<file path="src/rtl/barrier_sched.sv">
// Fair two-process scheduler feeding the barrier model's select/pause inputs.
// Define BARRIER_SCHED_FAIR_EN to enable starvation forcing; otherwise wait counters are observation only.
module barrier_sched #(
  parameter int unsigned MAX_WAIT = 3,
  parameter int unsigned CW       = 4
) (
  input  logic          clock,
  input  logic          reset_n,
  input  logic [1:0]    req,
  input  logic          choice,
  output logic          select,
  output logic          pause,
  output logic          forced,
  output logic [CW-1:0] wait0,
  output logic [CW-1:0] wait1
);

  localparam logic [CW-1:0] WMAX = CW'(MAX_WAIT);

  logic          s;
  logic          pause_n;
  logic          forced_n;
  logic [CW-1:0] wait0_n;
  logic [CW-1:0] wait1_n;

`ifdef BARRIER_SCHED_FAIR_EN
  logic last;
  logic sat0;
  logic sat1;

  assign sat0 = (wait0 >= WMAX);
  assign sat1 = (wait1 >= WMAX);

  // last starts at 1 so process 0 wins the first doubly-saturated tie
  always_ff @(posedge clock or negedge reset_n) begin
    if (!reset_n) last <= 1'b1;
    else          last <= s;
  end
`endif

  always_comb begin
    s        = choice;
    forced_n = 1'b0;
    case (req)
      2'b01: s = 1'b0;
      2'b10: s = 1'b1;
`ifdef BARRIER_SCHED_FAIR_EN
      2'b11: begin
        if (sat0 && sat1) begin
          s        = ~last;
          forced_n = 1'b1;
        end else if (sat0) begin
          s        = 1'b0;
          forced_n = 1'b1;
        end else if (sat1) begin
          s        = 1'b1;
          forced_n = 1'b1;
        end
      end
`endif
      default: s = choice;
    endcase

    pause_n = ~req[s];

    // a dropped request clears its counter ahead of any increment
    if (s == 1'b0 || !req[0])  wait0_n = '0;
    else if (wait0 >= WMAX)    wait0_n = WMAX;
    else                       wait0_n = wait0 + CW'(1);

    if (s == 1'b1 || !req[1])  wait1_n = '0;
    else if (wait1 >= WMAX)    wait1_n = WMAX;
    else                       wait1_n = wait1 + CW'(1);
  end

  always_ff @(posedge clock or negedge reset_n) begin
    if (!reset_n) begin
      select <= 1'b0;
      pause  <= 1'b1;
      forced <= 1'b0;
      wait0  <= '0;
      wait1  <= '0;
    end else begin
      select <= s;
      pause  <= pause_n;
      forced <= forced_n;
      wait0  <= wait0_n;
      wait1  <= wait1_n;
    end
  end

endmodule

</file>
<file path="config.mk">
export PLATFORM = sky130hd
export DESIGN_NAME = barrier_sched
export DESIGN_NICKNAME = d
export VERILOG_FILES = /design/src/rtl/barrier_sched.sv
export SDC_FILE = /design/constraint.sdc
export NUM_CORES = 1
export LEC_CHECK = 0
export CAP_MARGIN = 20
export CORE_MARGIN = 3
export CORE_UTILIZATION = 30
export CTS_CLUSTER_DIAMETER = 50
export CTS_CLUSTER_SIZE = 24
export DETAILED_ROUTE_END_ITERATION = 10
export PLACE_DENSITY = 0.69
export RECOVER_POWER = 50
export SLEW_MARGIN = 10
export SYNTH_ARGS = -nofsm -noshare
export SYNTH_HDL_FRONTEND = slang
export SYNTH_SLANG_ARGS = --single-unit
</file>
<file path="constraint.sdc">
create_clock -name clock -period 2.3 [get_ports clock]
set_input_delay 0.46 -clock clock [delete_from_list [all_inputs] [get_ports clock]]
set_output_delay 0.46 -clock clock [all_outputs]
set_load 0.05 [all_outputs]
</file>
==> results.json, run 1 <==
{
  "synth.avg_cell_area_um2": 14.1,
  "grt-ovfl-total": 0,
  "crit_family": "buffers and inverters",
  "insertedDiodeCount": 0,
  "seq_area_um2": 251,
  "power.switching_uw": 139,
  "hold_class": "flip-flop to flip-flop",
  "drv_slew": 0,
  "drtIter0Drc": 0,
  "start_util_pct": 34.4,
  "synth.area.top_cells": "dfrtp_1 (55%), ha_1 (12%), dfstp_2 (6.4%)",
  "leakage_uw": 0.000278,
  "grt_max_degree": 11,
  "nets": 60,
  "fp.dieW_um": 42.9,
  "finClkSkew_ns": 0.00858,
  "syn_inst": 29,
  "period_minus_slack_ns": 2.03,
  "crit_type": "flip-flop to output port",
  "vias": 286,
  "ys_types": 12,
  "worstPathArrival_ns": 1.57,
  "p_int_uw": 296,
  "synth_top_area_share_pct": 55.2,
  "tritoncts": "done",
  "power_density_nw_per_um2": 730,
  "synth.largest_area_cell": "dfrtp_1",
  "cts_setup_buffers": 0,
  "vias_per_cell": 4.47,
  "end_kind": "output port",
  "ys_seq_area_share_pct": 61.7,
  "io_buffers": 14,
  "grt_setup_unrepaired": "no",
  "min_period_over_period_pct": 88.1,
  "cpMaxStageDelayCell": "clkdlybuf4s50_1",
  "reg2reg_from": "wait1[0]$_DFF_PN0_",
  "cp_max_fo": 1,
  "pin_count": 16,
  "cp_cell_sequence": "clkdlybuf4s50_1",
  "clk_latency_ns": 0.26,
  "clk_pin_slew_ns": 0.07,
  "power_frac_clock_pct": 28.7,
  "final_common_cell": "clkdlybuf4s50_1",
  "setup_viol": 0,
  "drc_errors": 0,
  "synth_adder_area_share_pct": 12.3,
  "synthSimpleGateAreaFrac_pct": 7.98,
  "synth-xor-area-share_pct": 0,
  "synth-compound-area-share_pct": 4.91,
  "cts_resized": 0,
  "wl_per_cell_um": 10.7,
  "timing.fmax_mhz": 494,
  "core_um2": 1190,
  "synth_top_family_by_area": "adder cells",
  "worstPathRequired_ns": 1.84,
  "final_cell_mix": "clkdlybuf4s50_1 (12), dfrtp_1 (9), conb_1 (5)",
  "synthMuxAreaShare_pct": 8.59,
  "drive_gt1_share_pct": 10.0,
  "whs_ns": 0.496,
  "firstDrtPassIters": 1,
  "swShare_pct": 32.0,
  "power.share.sequential_pct": 45.5,
  "yosys_warnings": 0,
  "place_congestion": 0.694,
  "grtUsageTotal_pct": 9.53,
  "slowest_delay_ns": 0.79,
  "power_frac_comb_pct": 25.8,
  "grt_antenna_before_repair": 0,
  "tns_ns": 0,
  "root_buffer": "clkbuf_4",
  "antenna_left": 0,
  "routed_wl_um": 684,
  "num-fill-cells": 118,
  "grt_pass1_wl_mm": 1.24,
  "ctsLongestPathBuffers": 2,
  "cp_num_buf_inv": 1,
  "post-dp-hpwl_um": 550,
  "cts_hold_buf": 0,
  "die_h_um": 42.9,
  "fp.dieArea_um2": 1840,
  "total_power_uw": 435,
  "worst_setup_path_startpoint": "pause$_DFF_PN1_",
  "crit_path_start_kind": "flip-flop",
  "clock_sink_count": 10,
  "peakVddDrop_v": 0.000356,
  "status": "finished, final reports clean",
  "drv_cap": 0,
  "rows": 12,
  "min_from": "wait1[0]$_DFF_PN0_",
  "area_growth_pct": 46.0,
  "dp_slack_ns": 0.264,
  "synth-seq-cells": 10,
  "grt_pass1_vias": 299,
  "netlist_area_um2": 408,
  "hold_viol": 0,
  "multi_input_area_um2": 153,
  "cts_max_level": 1,
  "cts_buffers": 3,
  "fin_ws_ns": 0.275
}
-- cell families after synthesis --
family	count (synthesis)
other	1
and+or+nand+nor	6
adders and majority gates	4
DFF	10
buffers and inverters	3
AOI/OAI and AO/OA	2
muxes	3
-- stage by stage --
step           instance area (um2)  utilization [%]  std cells
6_report                       596             50.2         64
5_1_grt                        596             50.2         64
4_1_cts                        599             50.5         64
3_5_place_dp                   573             48.3         60
3_3_place_gp                   573             48.3         60
2_1_floorplan                  423                -         33
-- flip-flops by register name (all words and copies together) (netlist names) --
signal	cells
select	1
wait1	4
wait0	4
pause	1
-- routing by layer --
metal,global-route usage [%],routed length (um),vias to the layer above
li1,-,-,141
met1,9.40,262,136
met2,14.7,365,9
met3,7.63,56,0
met4,3.73,0,0
met5,0,0,-
-- synth_stat cells --
cell type and number:
a211oi_1 1, a211oi_2 1, buf_4 1, conb_1 1, dfrtp_1 9, dfstp_2 1
ha_1 4, inv_1 2, mux2_4 1, mux2i_1 2, nor3_1 4, nor4_1 2
-- power groups by stage --
stage               Combinational (uW)  Clock, uW  Sequential [uW]
floorplan                         28.5          0              248
finish                             112        125              198
global route                       119        139              200
detailed placement                 116          0              201
CTS                                116        130              198
global placement                   115          0              201
-- final cells by class --
type,instances,share of cell area (%)
flip-flops and latches,10,42.2
multi-input cells,20,25.6
repair buffers,14,23.5
clock buffers,4,4.41
well taps,14,2.94
inverters,2,1.26
-- final timing paths --
| path | to | slack [ns] | cells past startpoint |
|---|---|---|---|
| max | pause | 0.27 | 1 |
| min | wait1[0]$_DFF_PN0_ | 0.50 | 1 |
| max reg2reg | wait1[1]$_DFF_PN0_ | 1.12 | 3 |
| min reg2reg | wait1[0]$_DFF_PN0_ | 0.50 | 1 |
| max in group asynchronous | pause$_DFF_PN1_ | 1.40 | 1 |
| min in group asynchronous | wait1[1]$_DFF_PN0_ | 0.57 | 1 |
Note: power is estimated with default switching activity, not from simulation.
==> run 2: changes to the inputs <==
--- a/config.mk
+++ b/config.mk
@@ -11,6 +11,7 @@
 export CTS_CLUSTER_DIAMETER = 50
 export CTS_CLUSTER_SIZE = 24
 export DETAILED_ROUTE_END_ITERATION = 10
+export GPL_ROUTABILITY_DRIVEN = 1
 export PLACE_DENSITY = 0.69
 export RECOVER_POWER = 50
 export SLEW_MARGIN = 10
==> results of run 2 <==
The final DEF is identical to that of run 1; final timing and power are the same.
==> run 3: changes to the inputs <==
--- a/config.mk
+++ b/config.mk
@@ -6,13 +6,13 @@
 export NUM_CORES = 1
 export LEC_CHECK = 0
 export CAP_MARGIN = 20
-export CORE_MARGIN = 3
-export CORE_UTILIZATION = 30
+export CORE_AREA = 3 3 40 42
 export CTS_CLUSTER_DIAMETER = 50
 export CTS_CLUSTER_SIZE = 24
 export DETAILED_ROUTE_END_ITERATION = 10
+export DIE_AREA = 0 0 43 45
 export GPL_ROUTABILITY_DRIVEN = 1
-export PLACE_DENSITY = 0.69
+export PLACE_DENSITY = 0.7
 export RECOVER_POWER = 50
 export SLEW_MARGIN = 10
 export SYNTH_ARGS = -nofsm -noshare
==> run 3 against run 2 <==
Via count fell by 4.9%. Clock skew fell by 0.0083 ns. Power fell by 0.21%. First-iteration DRC count rose by 2. Wire length fell by 2.5%. Sequential power barely moved. Cell area rose by 0.21%. Critical path depth did not move. Count of clock-buffer cells in the layout did not move. Cell count rose by 1.6%. Largest power group unchanged. Global-route usage fell by 1.4 points. Critical endpoint unchanged. Core utilization fell by 3.8 points.
==> results.json, run 3 (synthesized netlist as in run 1, its figures left out) <==
{
  "min_period_over_period_pct": 88.5,
  "clk_latency_ns": 0.26,
  "grt_max_degree": 11,
  "worst_pin_slew_ns": 0.500,
  "hold_class": "flip-flop to flip-flop",
  "final_area_um2": 597,
  "nets": 60,
  "firstDrtPassIters": 4,
  "setup_viol": 0,
  "top_regs": "wait0 (4), wait1 (4)",
  "cts_hold_buf": 0,
  "peakVddDrop_v": 0.000296,
  "final_cells": 65,
  "grt_pass1_wl_mm": 1.12,
  "drtIter0Drc": 2,
  "io_buffers": 14,
  "die_h_um": 45,
  "core_um2": 1280,
  "crit_family": "buffers and inverters",
  "vias_per_cell": 4.18,
  "utilization_pct": 46.4,
  "routed_wl_um": 667,
  "rows": 13,
  "hold_viol": 0,
  "period_minus_slack_ns": 2.04,
  "final_common_cell": "clkdlybuf4s50_1",
  "post-dp-hpwl_um": 554,
  "leakage_uw": 0.000278,
  "grt-ovfl-total": 0,
  "crit_path_start_kind": "flip-flop",
  "pin_count": 16,
  "drive_gt1_share_pct": 10.0,
  "status": "finished, final reports clean",
  "whs_ns": 0.492,
  "grtUsageTotal_pct": 8.10,
  "area_growth_pct": 46.3,
  "path_depth": 1,
  "vias": 272,
  "tns_ns": 0,
  "slowest_delay_ns": 0.80,
  "num-fill-cells": 129,
  "grt_antenna_before_repair": 0,
  "wl_per_cell_um": 10.3,
  "placedInstanceArea_um2": 574,
  "drc_errors": 0,
  "end_kind": "output port",
  "whs_path_depth": 1,
  "drv_cap": 0,
  "cts_buffers": 3,
  "crit_type": "flip-flop to output port",
  "final_cell_mix": "clkdlybuf4s50_1 (12), dfrtp_1 (9), conb_1 (5)",
  "grt_setup_unrepaired": "no",
  "fp.dieArea_um2": 1940,
  "finClkSkew_ns": 0.000301,
  "cp_max_fo": 1,
  "cts_max_level": 1,
  "worstPathArrival_ns": 1.58,
  "power_density_nw_per_um2": 727,
  "cp_cell_sequence": "clkdlybuf4s50_1",
  "insertedDiodeCount": 0,
  "place_congestion": 0.716,
  "drv_slew": 0,
  "fp.dieW_um": 43,
  "timing.slew.headroom_pct": 66.6,
  "timing.fmax_mhz": 491,
  "ctsLongestPathBuffers": 2,
  "cpMaxStageDelayCell": "clkdlybuf4s50_1",
  "r2r_cells": 3,
  "clock_sink_count": 10,
  "cts_resized": 0,
  "clk_pin_slew_ns": 0.06,
  "antenna_left": 0,
  "placedCellCount": 61,
  "tritoncts": "done",
  "cp_num_buf_inv": 1,
  "grt_pass1_vias": 265,
  "worstPathRequired_ns": 1.84,
  "start_util_pct": 31.7,
  "root_buffer": "clkbuf_4",
  "cts_setup_buffers": 0
}
## run 3: cell counts in the layout (fill, tap and decap cells not counted)
No cell type changed its count.
## run 3: final timing paths
path                               startpoint  slack, ns                  to
hold / removal             wait1[0]$_DFF_PN0_       0.49  wait1[0]$_DFF_PN0_
hold reg to reg            wait1[0]$_DFF_PN0_       0.49  wait1[0]$_DFF_PN0_
setup / recovery              pause$_DFF_PN1_       0.26               pause
setup reg to reg           wait0[0]$_DFF_PN0_       1.10  wait0[1]$_DFF_PN0_
min in group asynchronous             reset_n       0.57  wait0[3]$_DFF_PN0_
max in group asynchronous             reset_n       1.40     pause$_DFF_PN1_
## run 3: where the power goes
group	total [uW]	internal [uW]	leakage [uW]	switching (uW)
registers	198	190	0.000121	7.93
logic	112	38.7	0.000142	73.5
clock network	124	66.9	0.0000150	56.7
total	434	296	0.000278	138
## run 3: metrics by stage
stage	power (uW)	worst slack (ns)
4_1_cts	442	0.252
6_report	434	0.264
5_1_grt	455	0.241
3_3_place_gp	316	0.355
3_5_place_dp	318	0.315
2_1_floorplan	276	0.885
## run 3: worst register-to-register path, delay by kind of cell, from the launching register on
family / cells / cell delay, ns
flops: 1 / 0.41
fa+ha+maj: 1 / 0.30
simple gates: 2 / 0.37
## run 3: layer usage
metal | vias to the layer above | GRT usage (%) | part of all wire (%) | wire length [um]
met5 | - | 0 | 0 | 0
met4 | 0 | 5.42 | 0 | 0
met3 | 0 | 2.39 | 4.9 | 33
met2 | 7 | 13.2 | 52 | 344
met1 | 127 | 9.27 | 43 | 289
li1 | 138 | - | - | -
## run 3: layout make-up
| class | instances | area (um2) | area share [%] |
|---|---|---|---|
| clock buffer | 4 | 26.3 | 4.40 |
| timing repair buffer | 14 | 140 | 23.5 |
| multi-input combinational | 20 | 153 | 25.6 |
| sequential | 10 | 251 | 42.1 |
| inverter | 2 | 7.51 | 1.26 |
| tap | 15 | 18.8 | 3.14 |
